<file path="src/rtl/dm_arbiter.sv">
// Two-master round-robin arbiter in front of a single-port word RAM.
// One transaction at a time: grant in IDLE, strobe RAM in ACCESS, ack in RESP.
module dm_arbiter #(
  parameter int ADDR_W = 12
) (
  input  logic              clk,
  input  logic              reset,

  input  logic              m0_req,
  input  logic [31:0]       m0_addr,
  input  logic [31:0]       m0_wdata,
  input  logic [3:0]        m0_byteen,
  output logic [31:0]       m0_rdata,
  output logic              m0_ack,

  input  logic              m1_req,
  input  logic [31:0]       m1_addr,
  input  logic [31:0]       m1_wdata,
  input  logic [3:0]        m1_byteen,
  output logic [31:0]       m1_rdata,
  output logic              m1_ack,

  output logic              ram_en,
  output logic [ADDR_W-1:0] ram_addr,
  output logic [3:0]        ram_we,
  output logic [31:0]       ram_wdata,
  input  logic [31:0]       ram_rdata
);

  typedef enum logic [1:0] {
    IDLE   = 2'd0,
    ACCESS = 2'd1,
    RESP   = 2'd2
  } state_t;

  state_t state, state_nxt;

  logic              last_grant;
  logic              win_q;
  logic              in_range_q;
  logic [ADDR_W-1:0] addr_q;
  logic [31:0]       wdata_q;
  logic [3:0]        byteen_q;

  logic              grant;
  logic              win_idx;
  logic [31:0]       sel_addr;
  logic [31:0]       sel_wdata;
  logic [3:0]        sel_byteen;
  logic              sel_in_range;
  logic [31:0]       resp_rdata;
  logic              unused_addr_bits;

  // Round-robin: on a tie the master not granted last wins.
  always_comb begin
    state_nxt = state;
    grant     = 1'b0;
    win_idx   = 1'b0;
    case (state)
      IDLE: begin
        if (m0_req || m1_req) begin
          grant     = 1'b1;
          state_nxt = ACCESS;
          if (m0_req && m1_req) win_idx = ~last_grant;
          else                  win_idx = m1_req;
        end
      end
      ACCESS:  state_nxt = RESP;
      RESP:    state_nxt = IDLE;
      default: state_nxt = IDLE;
    endcase
  end

  always_comb begin
    sel_addr   = win_idx ? m1_addr   : m0_addr;
    sel_wdata  = win_idx ? m1_wdata  : m0_wdata;
    sel_byteen = win_idx ? m1_byteen : m0_byteen;
  end

  assign sel_in_range     = (sel_addr[31:ADDR_W+2] == '0);
  assign unused_addr_bits = ^sel_addr[1:0];

  always_ff @(posedge clk) begin
    if (reset) begin
      state      <= IDLE;
      last_grant <= 1'b1;
      win_q      <= 1'b0;
      in_range_q <= 1'b0;
      addr_q     <= '0;
      wdata_q    <= '0;
      byteen_q   <= '0;
    end else begin
      state <= state_nxt;
      if (grant) begin
        last_grant <= win_idx;
        win_q      <= win_idx;
        in_range_q <= sel_in_range;
        addr_q     <= sel_addr[ADDR_W+1:2];
        wdata_q    <= sel_wdata;
        byteen_q   <= sel_byteen;
      end
    end
  end

  // Address and write data simply follow the latched request; only the
  // strobes are qualified by state, so an aborted access leaves them idle.
  always_comb begin
    ram_en    = (state == ACCESS) && in_range_q;
    ram_we    = ram_en ? byteen_q : 4'b0000;
    ram_addr  = addr_q;
    ram_wdata = wdata_q;
  end

  always_comb begin
    resp_rdata = '0;
    if ((state == RESP) && in_range_q && (byteen_q == 4'b0000))
      resp_rdata = ram_rdata;
  end

  always_comb begin
    m0_ack   = (state == RESP) && !win_q;
    m1_ack   = (state == RESP) &&  win_q;
    m0_rdata = m0_ack ? resp_rdata : 32'h0;
    m1_rdata = m1_ack ? resp_rdata : 32'h0;
  end

endmodule

</file>
<file path="config.mk">
export PLATFORM = sky130hd
export DESIGN_NAME = dm_arbiter
export DESIGN_NICKNAME = d
export VERILOG_FILES = /design/src/rtl/dm_arbiter.sv
export SDC_FILE = /design/constraint.sdc
export NUM_CORES = 1
export LEC_CHECK = 0
export ABC_CLOCK_PERIOD_IN_PS = 3100
export BUFFER_PORTS_ARGS = -buffer_cell sky130_fd_sc_hd__buf_4
export CORE_AREA = 2 2 113 115
export DETAILED_ROUTE_END_ITERATION = 7
export DIE_AREA = 0 0 115 117
export GPL_TIMING_DRIVEN = 0
export PLACE_DENSITY_LB_ADDON = 0.25
export SETUP_SLACK_MARGIN = 0.1
export SYNTH_ARGS = -nofsm -noshare
export SYNTH_HDL_FRONTEND = slang
export SYNTH_SLANG_ARGS = --single-unit
</file>
<file path="constraint.sdc">
create_clock -name clk -period 3.1 [get_ports clk]
set_input_delay 0.31 -clock clk [delete_from_list [all_inputs] [get_ports clk]]
set_output_delay 0.31 -clock clk [all_outputs]
set_load 0.005 [all_outputs]
</file>
==> flow_metrics.py <==
metrics = {
    "clock_network": {
        "cts-buffers-inserted": 5,
        "postCtsSetupRepairBufs": 0,
        "cts_resized": 0,
        "cts_root_buf": "clkbuf_16",
        "tritoncts": "done",
        "clk_pin_slew_worst_paths_ns": 0.07,
        "cts-hold-fix-buffers": 0,
        "clock_latency_ns": 0.28,
        "ctsHtreeMaxLevel": 2,
        "clock_path_buffers": 2,
        "clkSinkCount": 53,
    },
    "floorplan": {
        "num_io_pins": 287,
        "dieArea_mm2": 0.01346,
        "start_util_pct": 23.61,
        "dieWidth_um": 115,
        "coreArea_mm2": 0.01231,
        "num_rows": 41,
        "die_h_um": 117,
    },
    "placement": {
        "hpwl_um": 10740,
        "gp_congestion": 0.8619,
        "port_buffers": 281,
        "placed_cell_area_mm2": 0.005204,
    },
    "drt": {
        "postRouteAntennaNets": 0,
        "wl_per_cell_um": 15.92,
        "vias": 3485,
        "wirelength_um": 12270,
        "drc": 0,
        "drtPass1Iterations": 4,
        "avgViaCountPerCell": 4.520,
        "detail_route.iter0.violations": 97,
    },
    "timing": {
        "drv_slew": 0,
        "clock.fmax_mhz": 387.6,
        "setup_viol": 0,
        "fin_setup_tns_ns": 0,
        "fin_worst_skew_ns": 0.003663,
        "slew-limit-headroom_pct": 57.77,
        "finalCritPeriodShare_pct": 83.22,
        "tightest_slew_ns": 0.6334,
        "hold_violations": 0,
        "rsz0062_at_grt": "false",
        "fin_crit_ns": 2.580,
    },
    "power_and_ir_drop": {
        "power_density_mw_per_mm2": 358.5,
        "p_leak_uw": 0.002837,
        "ir_worst_vdd_v": 0.0002301,
    },
    "yosys": {
        "synth_top_family_by_area": "simple AND/OR/NAND/NOR gates",
        "syn_area_per_cell_um2": 8.781,
        "synth_mux_area_share_pct": 16.53,
        "yosys_warnings": 0,
        "synth_edf_count": 0,
        "yosys-top-cells-area": "dfxtp_1 (37%), mux2i_1 (17%), and2_1 (14%)",
        "async_reset_ff_share_pct": 0,
        "netlist.top_cell.by_area": "dfxtp_1",
        "synth_xor_area_share_pct": 0,
        "synth_compound_area_share_pct": 13.47,
        "syn_area_mm2": 0.002907,
        "synth_top_area_share_pct": 36.50,
        "synth.distinct_cells": 27,
        "ys_seq_area_share_pct": 36.50,
        "ys_ff_latch": 53,
        "synth_adder_area_share_pct": 0,
        "syn_inst": 331,
        "synth-simple-area-share_pct": 27.85,
        "synthesis.nets": 503,
        "synthFlopType": "dfxtp_1",
    },
    "critical_path": {
        "endpoint_kind": "primary output",
        "arrival_ns": 2.27,
        "cp_data_required_time_ns": 2.79,
        "reg2regPathDepth": 6,
        "worstSetupPathType": "reg2out",
        "critPathMaxFanout": 10,
        "start_kind": "register",
    },
    "status": {
        "status": "finished, final reports clean",
    },
    "layout": {
        "drive_above_1_share_pct": 49.43,
        "final_area_mm2": 0.005351,
        "fin_nets": 791,
        "area_delta_synth_final_pct": 84.12,
        "utilization_pct": 43.47,
        "fill_cells": 1239,
    },
    "worst_hold_path": {
        "hold_path_class": "in2reg",
        "hold_depth": 4,
    },
    "grt": {
        "use_met3_pct": 4.222,
        "grt_pass1_vias": 3356,
        "grt_usage_pct": 17.20,
        "grt_max_degree": 15,
        "grt_pass1_wl_um": 17580,
        "grt_use_met2_pct": 33.33,
        "top_usage_layer": "met2",
        "antenna_found_initial": 3,
        "grtUsageMet1_pct": 18.93,
        "grt.overflow.total": 0,
    },
    "job": {
        "drv_cap": 0,
    },
}
-- stage by stage --
step           hold WS [ns]  power [µW]  setup slack, ns  instances
6_report             0.3572        1918           0.5202        771
5_1_grt              0.3755        2029           0.3806        769
4_1_cts              0.3593        1948           0.4487        769
3_5_place_dp         0.4562        1401           0.7598        762
3_3_place_gp         0.4448        1388           0.7532        762
2_1_floorplan        0.4275        1047            1.147        331
-- state kept, by name (all words and copies together) (netlist names) --
signal / flops
last_grant: 1
state: 2
ram_addr: 12
byteen_q: 4
in_range_q: 1
win_q: 1
ram_wdata: 32
-- power breakdown --
part	switching (µW)	internal, µW	total, µW
sequential	47.1	762	809
combinational	243	321	564
clock	228	317	546
total	518	1400	1920
-- cells by family after synthesis --
logic type	Yosys count
buffers and inverters	30
AO/OA/AOI/OAI	53
AND/OR/NAND/NOR	147
flip-flops	53
multiplexers	48
-- cells in the final DEF (no fill, tap or decap), types with 2 or more instances in the layout --
cell       count
nand2_1        4
nand3_1        2
clkbuf_1      18
clkbuf_16      5
and2_2         5
a21oi_1        2
buf_4        281
nor2_1        55
nor4_1         8
nor3_4         2
buf_6          6
mux2i_1       48
and2_1        63
a211oi_1      48
dfxtp_1       53
buf_2          5
diode_2        2
-- cell usage after synthesis, types with 2 or more instances --
| cell | n |
|---|---|
| dfxtp_1 | 53 |
| a211oi_1 | 48 |
| clkbuf_1 | 17 |
| nor4_1 | 8 |
| a21oi_1 | 2 |
| and2_1 | 63 |
| mux2i_1 | 48 |
| nand2_1 | 4 |
| nand3_1 | 2 |
| buf_2 | 5 |
| nor2_1 | 55 |
| buf_6 | 6 |
| nor3_4 | 2 |
| and2_2 | 5 |
-- area by class of cell --
cell class                 count  area, µm²  share of cell area, %
antenna                        2      5.005                0.09352
buffer                        29      160.2                  2.993
clock buffer                   7      142.6                  2.665
inverter                       1      3.754                0.07014
multi-input combinational    248       1682                  31.42
sequential                    53       1061                  19.83
tap                          150      187.7                  3.507
timing repair buffer         281       2110                  39.42
-- critical path, stage by stage, from the launching register on --
cell	delay [ns]
dfxtp_1	0.33
or4b_1	0.55
or3_4	0.38
nor3_4	0.27
buf_6	0.18
and2_1	0.16
buf_4	0.12
-- layer usage --
layer / vias up / part of all wire [%] / routed length (µm)
met5: - / 0.11 / 13
met4: 2 / 1.0 / 123
met3: 12 / 8.0 / 983
met2: 183 / 53 / 6482
met1: 1553 / 38 / 4670
li1: 1735 / - / -
-- worst paths after layout --
| path | slack (ns) | startpoint | to |
|---|---|---|---|
| worst max-delay path | 0.52 | byteen_q[3] | m0_rdata[9] |
| worst min-delay path | 0.36 | m0_addr[23] | in_range_q |
| worst max register to register | 0.85 | state[1] | ram_wdata[1] |
| worst min register to register | 0.48 | last_grant | last_grant |
(Power assumes the default switching activity.)
